File: src/rtl/time_set_pkg.sv
// Shared definitions for the time-set controller: state encoding, field
// indices, BCD field maxima and the field-select one-hot helper.
package time_set_pkg;

    typedef enum logic [1:0] {
        ST_RUN    = 2'd0,
        ST_EDIT   = 2'd1,
        ST_COMMIT = 2'd2
    } state_e;

    localparam logic [1:0] SEL_SS = 2'd0;
    localparam logic [1:0] SEL_MM = 2'd1;
    localparam logic [1:0] SEL_HH = 2'd2;

    localparam logic [7:0] BCD_MAX_MS = 8'h59;
    localparam logic [7:0] BCD_MAX_HH = 8'h23;

    localparam int unsigned TIMEOUT_W = 11;

    // One blank bit per field, {hh, mm, ss}; an out-of-range select blanks nothing.
    function automatic logic [2:0] field_onehot(input logic [1:0] sel);
        logic [2:0] oh;
        oh = 3'b000;
        case (sel)
            SEL_SS:  oh = 3'b001;
            SEL_MM:  oh = 3'b010;
            SEL_HH:  oh = 3'b100;
            default: oh = 3'b000;
        endcase
        return oh;
    endfunction

endpackage

File: src/rtl/bcd_field_step.sv
// Combinational single-step of a two-digit BCD field with wrap at a maximum.
// Increment at/above max wraps to 00; decrement from 00 or from any value
// above max lands on max.
module bcd_field_step (
    input  logic [7:0] value_i,
    input  logic [7:0] max_i,
    input  logic       inc_i,
    input  logic       dec_i,
    output logic [7:0] value_o
);

    // Step the BCD value; increment takes precedence if both are asserted.
    always_comb begin
        value_o = value_i;
        if (inc_i) begin
            if (value_i >= max_i) begin
                value_o = 8'h00;
            end else if (value_i[3:0] >= 4'd9) begin
                value_o = {value_i[7:4] + 4'd1, 4'd0};
            end else begin
                value_o = {value_i[7:4], value_i[3:0] + 4'd1};
            end
        end else if (dec_i) begin
            if ((value_i == 8'h00) || (value_i > max_i)) begin
                value_o = max_i;
            end else if (value_i[3:0] == 4'd0) begin
                value_o = {value_i[7:4] - 4'd1, 4'd9};
            end else begin
                value_o = {value_i[7:4], value_i[3:0] - 4'd1};
            end
        end
    end

endmodule

File: src/rtl/time_set_ctrl.sv
// Time-set controller: tracks live time in RUN, edits a BCD HH:MM:SS buffer
// in EDIT, and strobes o_load for one cycle in COMMIT. Drives per-field blink
// blanking for the display mux.
// Optional feature macro: TIME_SET_TIMEOUT_EN (abort EDIT after
// TIMEOUT_TICKS idle i_ena ticks).
module time_set_ctrl
    import time_set_pkg::*;
#(
    parameter int unsigned BLINK_TICKS   = 60,
    parameter int unsigned TIMEOUT_TICKS = 1200
) (
    input  logic        i_clk,
    input  logic        i_reset,
    input  logic        i_ena,
    input  logic        i_wr_pulse,
    input  logic        i_val_inc_pulse,
    input  logic        i_val_dec_pulse,
    input  logic        i_sel_inc_pulse,
    input  logic        i_sel_dec_pulse,
    input  logic [23:0] i_time,
    output logic [23:0] o_time,
    output logic        o_load,
    output logic        o_editing,
    output logic [1:0]  o_sel,
    output logic [2:0]  o_blank
);

    localparam int unsigned BLINK_W = (BLINK_TICKS > 1) ? $clog2(BLINK_TICKS) : 1;

    // Reject parameter values the counters cannot represent.
    if ((BLINK_TICKS == 0) || (TIMEOUT_TICKS == 0) || (TIMEOUT_TICKS >= (1 << TIMEOUT_W))) begin : g_param_err
        $error("time_set_ctrl: BLINK_TICKS/TIMEOUT_TICKS out of range");
    end

    state_e               state_q, state_d;
    logic [23:0]          buf_q, buf_d;
    logic [1:0]           sel_q, sel_d;
    logic                 load_q, load_d;
    logic                 editing_q, editing_d;
    logic [2:0]           blank_q, blank_d;
    logic [BLINK_W-1:0]   blink_cnt_q, blink_cnt_d;
    logic                 phase_q, phase_d;
`ifdef TIME_SET_TIMEOUT_EN
    logic [TIMEOUT_W-1:0] to_cnt_q, to_cnt_d;
    logic [TIMEOUT_W-1:0] to_cnt_inc;
`endif

    logic in_edit;
    logic any_pulse;
    logic wr_app, sel_inc_app, sel_dec_app, val_inc_app, val_dec_app;
    logic edit_app;
    logic [7:0] ss_step, mm_step, hh_step;

    // Resolve which single pulse is applied this cycle in EDIT.
    always_comb begin
        in_edit     = (state_q == ST_EDIT);
        any_pulse   = i_sel_inc_pulse | i_sel_dec_pulse | i_val_inc_pulse | i_val_dec_pulse;
        wr_app      = in_edit & i_wr_pulse;
        sel_inc_app = in_edit & ~i_wr_pulse & i_sel_inc_pulse;
        sel_dec_app = in_edit & ~i_wr_pulse & ~i_sel_inc_pulse & i_sel_dec_pulse;
        val_inc_app = in_edit & ~i_wr_pulse & ~i_sel_inc_pulse & ~i_sel_dec_pulse
                      & i_val_inc_pulse;
        val_dec_app = in_edit & ~i_wr_pulse & ~i_sel_inc_pulse & ~i_sel_dec_pulse
                      & ~i_val_inc_pulse & i_val_dec_pulse;
        edit_app    = sel_inc_app | sel_dec_app | val_inc_app | val_dec_app;
    end

    bcd_field_step u_step_ss (
        .value_i (buf_q[7:0]),
        .max_i   (BCD_MAX_MS),
        .inc_i   (val_inc_app && (sel_q == SEL_SS)),
        .dec_i   (val_dec_app && (sel_q == SEL_SS)),
        .value_o (ss_step)
    );

    bcd_field_step u_step_mm (
        .value_i (buf_q[15:8]),
        .max_i   (BCD_MAX_MS),
        .inc_i   (val_inc_app && (sel_q == SEL_MM)),
        .dec_i   (val_dec_app && (sel_q == SEL_MM)),
        .value_o (mm_step)
    );

    bcd_field_step u_step_hh (
        .value_i (buf_q[23:16]),
        .max_i   (BCD_MAX_HH),
        .inc_i   (val_inc_app && (sel_q == SEL_HH)),
        .dec_i   (val_dec_app && (sel_q == SEL_HH)),
        .value_o (hh_step)
    );

    // Next-state, buffer, counters and registered-output decode.
    always_comb begin
        state_d     = state_q;
        buf_d       = buf_q;
        sel_d       = sel_q;
        blink_cnt_d = '0;
        phase_d     = 1'b0;
`ifdef TIME_SET_TIMEOUT_EN
        to_cnt_d    = '0;
        to_cnt_inc  = to_cnt_q + TIMEOUT_W'(1);
`endif

        case (state_q)
            ST_RUN: begin
                if (any_pulse) begin
                    // Entry pulse is consumed; buffer freezes at its current value.
                    state_d = ST_EDIT;
                    sel_d   = SEL_SS;
                end else begin
                    buf_d = i_time;
                end
            end

            ST_EDIT: begin
                blink_cnt_d = blink_cnt_q;
                phase_d     = phase_q;
`ifdef TIME_SET_TIMEOUT_EN
                to_cnt_d    = to_cnt_q;
`endif
                if (wr_app) begin
                    state_d     = ST_COMMIT;
                    blink_cnt_d = '0;
                    phase_d     = 1'b0;
`ifdef TIME_SET_TIMEOUT_EN
                    to_cnt_d    = '0;
`endif
                end else if (edit_app) begin
                    // Applied edits restart blink visible and restart the idle count.
                    blink_cnt_d = '0;
                    phase_d     = 1'b0;
`ifdef TIME_SET_TIMEOUT_EN
                    to_cnt_d    = '0;
`endif
                    if (sel_inc_app) begin
                        sel_d = (sel_q == SEL_HH) ? SEL_SS : sel_q + 2'd1;
                    end else if (sel_dec_app) begin
                        sel_d = (sel_q == SEL_SS) ? SEL_HH : sel_q - 2'd1;
                    end else begin
                        case (sel_q)
                            SEL_SS:  buf_d[7:0]   = ss_step;
                            SEL_MM:  buf_d[15:8]  = mm_step;
                            SEL_HH:  buf_d[23:16] = hh_step;
                            default: buf_d        = buf_q;
                        endcase
                    end
                end else if (i_ena) begin
                    if (blink_cnt_q == BLINK_W'(BLINK_TICKS - 1)) begin
                        blink_cnt_d = '0;
                        phase_d     = ~phase_q;
                    end else begin
                        blink_cnt_d = blink_cnt_q + BLINK_W'(1);
                    end
`ifdef TIME_SET_TIMEOUT_EN
                    if (to_cnt_inc == TIMEOUT_W'(TIMEOUT_TICKS)) begin
                        state_d     = ST_RUN;
                        to_cnt_d    = '0;
                        blink_cnt_d = '0;
                        phase_d     = 1'b0;
                    end else begin
                        to_cnt_d = to_cnt_inc;
                    end
`endif
                end
            end

            ST_COMMIT: begin
                state_d = ST_RUN;
            end

            default: begin
                state_d = ST_RUN;
            end
        endcase

        load_d    = (state_d == ST_COMMIT);
        editing_d = (state_d == ST_EDIT);
        blank_d   = (editing_d && phase_d) ? field_onehot(sel_d) : 3'b000;
    end

    // State and output registers with synchronous reset.
    always_ff @(posedge i_clk) begin
        if (i_reset) begin
            state_q     <= ST_RUN;
            buf_q       <= '0;
            sel_q       <= SEL_SS;
            load_q      <= 1'b0;
            editing_q   <= 1'b0;
            blank_q     <= 3'b000;
            blink_cnt_q <= '0;
            phase_q     <= 1'b0;
`ifdef TIME_SET_TIMEOUT_EN
            to_cnt_q    <= '0;
`endif
        end else begin
            state_q     <= state_d;
            buf_q       <= buf_d;
            sel_q       <= sel_d;
            load_q      <= load_d;
            editing_q   <= editing_d;
            blank_q     <= blank_d;
            blink_cnt_q <= blink_cnt_d;
            phase_q     <= phase_d;
`ifdef TIME_SET_TIMEOUT_EN
            to_cnt_q    <= to_cnt_d;
`endif
        end
    end

    assign o_time    = buf_q;
    assign o_load    = load_q;
    assign o_editing = editing_q;
    assign o_sel     = sel_q;
    assign o_blank   = blank_q;

endmodule
File: config.mk
export PLATFORM = sky130hd
export DESIGN_NAME = time_set_ctrl
export DESIGN_NICKNAME = d
export VERILOG_FILES = /design/src/rtl/time_set_pkg.sv /design/src/rtl/bcd_field_step.sv /design/src/rtl/time_set_ctrl.sv
export SDC_FILE = /design/constraint.sdc
export NUM_CORES = 1
export LEC_CHECK = 0
export CAP_MARGIN = 40
export CORE_MARGIN = 3
export CORE_UTILIZATION = 60
export DETAILED_ROUTE_END_ITERATION = 12
export DONT_BUFFER_PORTS = 1
export GPL_TIMING_DRIVEN = 0
export PLACE_DENSITY_LB_ADDON = 0.08
export SYNTH_ARGS = -nofsm -noshare
export SYNTH_HDL_FRONTEND = slang
export SYNTH_SLANG_ARGS = --single-unit
File: constraint.sdc
create_clock -name i_clk -period 4.9 [get_ports i_clk]
set_input_delay 0 -clock i_clk [delete_from_list [all_inputs] [get_ports i_clk]]
set_output_delay 0 -clock i_clk [all_outputs]
set_load 0.05 [all_outputs]
==> qor.txt, run 1 <==
outcome -> finished, final reports clean
most instantiated cells after synthesis -> nor2_1 (43), dfxtp_1 (40), a21oi_1 (29), nor3_1 (28)
share of synthesized flip-flops with an asynchronous set or reset -> 0
start point of the worst hold path -> i_time[3]
post-synth net total -> 463
CTS buffer count -> 5
overall fraction of global-route tracks in use -> 0.282
element type at the critical path start -> flip-flop
initial antenna violation count -> 0
overflow left after global routing -> 0
drt pass-1 iters -> 5
port buffer count -> 0
post-synthesis register bit count -> 40
static leakage -> 1.37 nW
average wire length per cell after detail routing -> 17.1 um
CTS Buffer Depth -> 2
count of cells resized by post-cts repair -> 0
Final Instance Count excl. Fillers -> 500
Max rail drop VDD -> 0.000223 V
capture endpoint of the worst hold path -> o_time[3]
Reg-to-Reg End -> o_time[4]
library cell occupying the most area in the post-synthesis netlist -> dfxtp_1
required time of the critical path -> 5.15 ns
clock tree skew after final layout -> 0.00874 ns
First DRT Iteration DRCs -> 234
largest net degree at the start of global routing -> 14
fraction of power spent switching nets -> 0.329
Placer Congestion -> 0.923
tightest slew margin relative to the limit -> 0.481
Clk network pwr share -> 0.341
number of fill cells -> 405
CTS tree -> built
Avg Inst Size Synth -> 7.91 sq um
cell internal pwr -> 0.000556 W
maximum clock rate -> 0.304 GHz
total routed wirelength -> 8530 um
worst flop-to-flop path startpoint -> o_time[0]
proportion of synthesized chip area in sequential cells -> 0.249
peak fanout along the critical path -> 8
Worst Hold Class -> in2reg
count of vias placed by the detailed router -> 3166
dominant cells by area after synthesis -> dfxtp_1 (25%), ha_1 (9.7%), nor2_1 (5.0%)
nature of the critical path endpoint -> flip-flop
time the worst path needs with I/O delays and setup -> 3.29 ns
vias in the first global route -> 3098
power dissipated by switching net loads -> 0.000272 W
Skew-Pair Late Insertion Delay -> 0.30 ns
synthesis-to-layout area growth -> 12.0%
Placed Instances -> 473
predominant post-synthesis flop cell -> dfxtp_1
Worst Max-Slew Pin Slew -> 0.771 ns
width of the die -> 79.2 um
number of rows created at floorplan -> 25
R2R setup slack -> 1.61 ns
unrepaired setup endpoints after global routing -> false
Std-Cell Core Area -> 4940 sq um
DRC Markers -> 0
most common cell in the synthesized netlist -> nor2_1
effective utilization at floorplan -> 0.650
max-capacitance violation count -> 0
Clock Sink Count -> 40
Clock Pin Slew Worst Setup and Hold Paths -> 0.09 ns
arrival time at the worst endpoint -> 3.54 ns
PwrDens -> 230 nW/um^2
combinational fraction of design power -> 0.203
pins over their slew limit -> 0
count of warnings emitted by yosys -> 0
number of antenna diodes -> 0
critical path class -> reg2reg
area of the die -> 6260 sq um
post-CTS setup buffer count -> 0
layout cell share with drive strength beyond 1 -> 0.0855
number of endpoints with negative hold slack in the final report -> 0
placed cell area -> 3290 sq um
total negative setup slack -> 0 ns
half-perimeter wire length after placement -> 6150 um
endpoints failing setup -> 0
Top Ports -> 63
Final Worst Setup Slack -> 1.61 ns
number of distinct library cells after synthesis -> 69
post-synth design cell area -> 3210 sq um
area share of the largest cell type after synthesis -> 0.249
number of enable flip-flop cells after synthesis -> 0
# H-tree levels -> 2
proportion of power drawn by flip-flops and latches -> 0.456
pre-CTS setup slack -> 2.05 ns
via density per instance -> 6.33
antenna viol nets, final -> 0
first-pass GRT wire length -> 14500 um
reg2reg path depth -> 8
Cells on Worst Hold Path -> 2
Die Span Y -> 79.2 um
final cell area excluding filler cells -> 3600 sq um
number of nets at the end of the flow -> 489
Gate Count Post-Synth -> 406
part of the cycle the worst path needs -> 0.671
CTS root buffer -> clkbuf_8
power by group through the flow:
stage | clock network (W) | logic (W) | registers, W
CTS | 0.000284 | 0.000166 | 0.000377
detailed placement | 0 | 0.000152 | 0.000385
global route | 0.000293 | 0.000189 | 0.000380
floorplan | 0 | 0.000121 | 0.000380
global placement | 0 | 0.000150 | 0.000385
finish | 0.000283 | 0.000169 | 0.000378
logic make-up (layout without fill, tap and decap cells):
kind of cell,Yosys count,in the layout,synth area share
xor gates and xnor gates,14,14,0.0382
and+or+nand+nor,161,161,0.270
AOI/OAI and AO/OA,121,121,0.269
muxes,4,4,0.0125
adders and majority gates,25,25,0.0974
buffers and inverters,41,68,0.0627
DFF,40,40,0.249
worst max-delay path, stage by stage, from the launching register on:
cell	delay [ns]
dfxtp_1	0.82
inv_1	0.16
ha_1	0.30
nor2b_1	0.18
nor2_1	0.13
o21ai_0	0.19
a311o_1	0.54
o41ai_2	0.34
dlygate4sd3_1	0.58
final cells by class:
class	instances	area, sq um	area share
multi-input combinational	325	2210	0.614
sequential	40	801	0.223
timing repair buffer	19	190	0.0529
buffer	17	111	0.0310
inverter	24	90.1	0.0251
tap	67	83.8	0.0233
clock buffer	5	68.8	0.0191
clock inverter	3	42.5	0.0118
worst max path at each step:
stage / from / end / cells past startpoint
5_1_grt: o_sel[0] / o_time[5] / 8
3_3_place_gp: o_time[8] / o_time[12] / 8
2_1_floorplan: o_sel[0] / o_time[12] / 8
6_report: o_time[0] / o_time[4] / 8
3_5_place_dp: o_time[8] / o_time[12] / 8
4_1_cts: o_sel[0] / o_time[4] / 8
flip-flops by register name, summed over array words and instances (netlist names):
| signal | count |
|---|---|
| state_q | 2 |
| o_sel | 2 |
| blink_cnt_q | 6 |
| o_load | 1 |
| o_editing | 1 |
| o_blank | 3 |
| phase_q | 1 |
| o_time | 24 |
layout by cell type (no fill, tap or decap), types with 3 or more instances in the layout:
cell / instances
o41ai_2: 4
dfxtp_1: 40
or3_1: 5
nand2_1: 25
xor2_1: 10
a311oi_1: 3
o21ai_0: 20
a31oi_1: 7
a21o_1: 3
nand2b_1: 9
ha_1: 25
a221oi_1: 6
nor3_1: 28
o31ai_1: 4
nor4_1: 3
nor3_2: 3
a211o_1: 5
nor2_1: 43
clkbuf_8: 8
a21oi_1: 29
nand3b_1: 5
mux2i_1: 4
o21a_1: 3
xnor2_1: 4
and3_1: 5
inv_1: 23
a211oi_1: 7
nor3b_1: 7
clkbuf_1: 10
nand3_1: 9
dlygate4sd3_1: 19
through the flow:
step                total power (W)   util  hold slack, ns
global placement           0.000534  0.667           0.155
finish                     0.000829  0.728          0.0101
global route               0.000862  0.728         0.00430
detailed placement         0.000537  0.667           0.161
CTS                        0.000827  0.728         0.00725
floorplan                  0.000502      -           0.150
routing by layer:
metal  routed length (um)  vias up  GRT usage
li1                     -     1550          -
met1                 3890     1500      0.367
met2                 4040      106      0.481
met3                  492       10     0.0476
met4                  103        0     0.0773
met5                    0        -          0
repair_timing:
item,4_1_cts,5_1_grt
endpoints found under the setup margin,0,0
endpoints found under the hold margin,23,0
hold buffers,19,0
Power figures use the tool's default switching activity.
==> run 2, diff against run 1 <==
ABC_AREA = 1   (was unset)
CORE_UTILIZATION = 58   (was 60)
clock period = 2.8 ns   (was 4.9 ns; I/O delays follow)
==> run 2 against run 1 <==
Compared with the run above: synthesized area is 2.5% higher; cell count is 27% higher; synthesized cell count is 30% higher; cell area is 4.9% higher; count of clock-buffer cells in the layout stayed put; fmax is 35% higher; combinational power grew to 4.5 times the previous value; critical path type unchanged.
==> qor.txt, run 2 <==
Clock Sink Count -> 40
Die Span Y -> 81.3 um
First DRT Iteration DRCs -> 201
effective utilization at floorplan -> 0.621
CTS root buffer -> clkbuf_8
number of distinct library cells after synthesis -> 30
critical path class -> reg2reg
predominant post-synthesis flop cell -> dfxtp_1
most common cell after layout, fill and taps aside -> nand2_1
post-synthesis register bit count -> 40
pins over their slew limit -> 0
placed cell area -> 3380 sq um
drt pass-1 iters -> 5
required time of the critical path -> 3.05 ns
largest net degree at the start of global routing -> 15
number of endpoints with negative hold slack in the final report -> 0
most frequent cells in the layout -> nand2_1 (138), inv_1 (62), nor2_1 (57), nand3_1 (53), dfxtp_1 (40)
area share of the largest cell type after synthesis -> 0.243
layout cell share with drive strength beyond 1 -> 0.0869
element type at the critical path start -> flip-flop
number of enable flip-flop cells after synthesis -> 0
peak fanout along the critical path -> 7
Std-Cell Core Area -> 5300 sq um
vias in the first global route -> 3319
R2R setup slack -> 0.37 ns
library cell occupying the most area in the post-synthesis netlist -> dfxtp_1
number of nets at the end of the flow -> 620
overall fraction of global-route tracks in use -> 0.273
overflow left after global routing -> 0
number of rows created at floorplan -> 26
nature of the critical path endpoint -> flip-flop
CTS buffer count -> 5
Worst Hold Class -> in2reg
Placer Congestion -> 0.889
total negative setup slack -> 0 ns
Skew-Pair Late Insertion Delay -> 0.30 ns
CTS tree -> built
unrepaired setup endpoints after global routing -> false
post-synth design cell area -> 3290 sq um
part of the cycle the worst path needs -> 0.867
Avg Inst Size Synth -> 6.23 sq um
clock tree skew after final layout -> 0.0103 ns
area used by sequential logic in the layout -> 801 sq um
number of fill cells -> 469
area of the die -> 6610 sq um
first-pass GRT wire length -> 14400 um
start point of the worst hold path -> i_sel_inc_pulse
most instantiated cells after synthesis -> nand2_1 (138), inv_1 (62), nor2_1 (57), nand3_1 (53), dfxtp_1 (40)
worst flop-to-flop path startpoint -> o_time[0]
post-synth net total -> 585
PwrDens -> 559 nW/um^2
number of flip-flops under the largest register name -> 24
count of warnings emitted by yosys -> 0
max-capacitance violation count -> 0
Clock Pin Slew Worst Setup and Hold Paths -> 0.09 ns
via density per instance -> 5.46
share of synthesized flip-flops with an asynchronous set or reset -> 0
Reg-to-Reg End -> o_time[7]
number of antenna diodes -> 0
synthesis-to-layout area growth -> 14.7%
proportion of synthesized chip area in sequential cells -> 0.243
width of the die -> 81.3 um
final cell area excluding filler cells -> 3770 sq um
DRC Markers -> 0
maximum clock rate -> 0.412 GHz
Max rail drop VDD -> 0.000376 V
worst hold slack -> 0.00384 ns
count of vias placed by the detailed router -> 3464
count of cells resized by post-cts repair -> 0
area used by multi-input combinational logic -> 2190 sq um
# H-tree levels -> 2
most common cell in the synthesized netlist -> nand2_1
time the worst path needs with I/O delays and setup -> 2.43 ns
Gate Count Post-Synth -> 528
average wire length per cell after detail routing -> 13.5 um
port buffer count -> 0
initial antenna violation count -> 0
antenna viol nets, final -> 0
arrival time at the worst endpoint -> 2.68 ns
outcome -> finished, final reports clean
Cells on Worst Hold Path -> 4
Top Ports -> 63
total routed wirelength -> 8590 um
tightest slew margin relative to the limit -> 0.534
half-perimeter wire length after placement -> 6240 um
static leakage -> 1.82 nW
dominant cells by area after synthesis -> dfxtp_1 (24%), nand2_1 (16%), ha_1 (9.5%)
capture endpoint of the worst hold path -> o_blank[0]
endpoints failing setup -> 0
CTS Buffer Depth -> 2
reg2reg path depth -> 13
Worst Max-Slew Pin Slew -> 0.699 ns
==> run 2: cell types whose count changed after synthesis, moves of 9 or more <==
cell,change
inv_1,+39
nand2b_1,-9
nor2_1,+14
nand2_1,+113
nor3_1,-24
or2_2,+9
nand3_1,+44
==> run 2: through the flow <==
stage | total power [W] | instances | worst slack [ns] | utilization
after CTS | 0.00210 | 634 | 0.404 | 0.712
after detailed placement | 0.00156 | 598 | 0.430 | 0.637
final | 0.00211 | 634 | 0.371 | 0.712
after global routing | 0.00226 | 634 | 0.129 | 0.712
after floorplan | 0.00141 | 528 | 0.724 | -
after global placement | 0.00154 | 598 | 0.451 | 0.637
==> run 2: routing by layer <==
metal | GRT usage | routed length (um) | vias up
li1 | - | - | 1761
met1 | 0.325 | 3780 | 1578
met2 | 0.480 | 4120 | 108
met3 | 0.0621 | 546 | 17
met4 | 0.0878 | 143 | 0
met5 | 0 | 0 | -
==> run 2: cell families (layout without fill, tap and decap cells) <==
group	after synthesis	in the layout	synth area share
AND/OR/NAND/NOR	293	293	0.403
buffers and inverters	79	115	0.0916
AO/OA/AOI/OAI	73	73	0.119
flip-flops	40	40	0.243
adder cells (fa/ha/maj)	25	25	0.0951
XOR/XNOR	18	18	0.0479
==> run 2: timing repair <==
item	CTS	global route
endpoints found under the hold margin	34	0
setup buffers	0	0
hold buffers	28	0
setup endpoints to repair	0	0
==> run 2: worst max-delay path by stage <==
stage              start        end  slack, ns
3_3_place_gp   o_time[0]  o_time[5]       0.45
4_1_cts        o_time[0]  o_time[7]       0.40
6_report       o_time[0]  o_time[7]       0.37
5_1_grt        o_time[0]  o_time[5]       0.13
3_5_place_dp   o_time[0]  o_time[7]       0.43
2_1_floorplan  o_time[0]  o_time[5]       0.72
==> run 2: layout make-up <==
class	count	area share
clock buffer	5	0.0182
buffer	10	0.0113
clock inverter	3	0.0123
multi-input combinational	409	0.580
sequential	40	0.212
inverter	69	0.0686
timing repair buffer	28	0.0743
tap	70	0.0232
==> run 2: critical path: stages, from the launching register on <==
cell and delay [ns]:
dfxtp_1 0.78, inv_1 0.17, ha_1 0.31, nand2_1 0.11
nand3_1 0.09, nand2_1 0.07, nand2_1 0.08, nand2_1 0.14
nor2_1 0.07, nand2_1 0.10, nand3_2 0.17, nand2_1 0.10
nand2_1 0.05, nor2_1 0.12
==> run 2: power breakdown <==
| group | internal [W] | total [W] | leakage, nW | switching [W] |
|---|---|---|---|---|
| sequential | 0.000615 | 0.000835 | 0.326 | 0.000220 |
| clock | 0.000269 | 0.000508 | 0.0548 | 0.000239 |
| combinational | 0.000284 | 0.000767 | 1.44 | 0.000483 |
| total | 0.00117 | 0.00211 | 1.82 | 0.000942 |
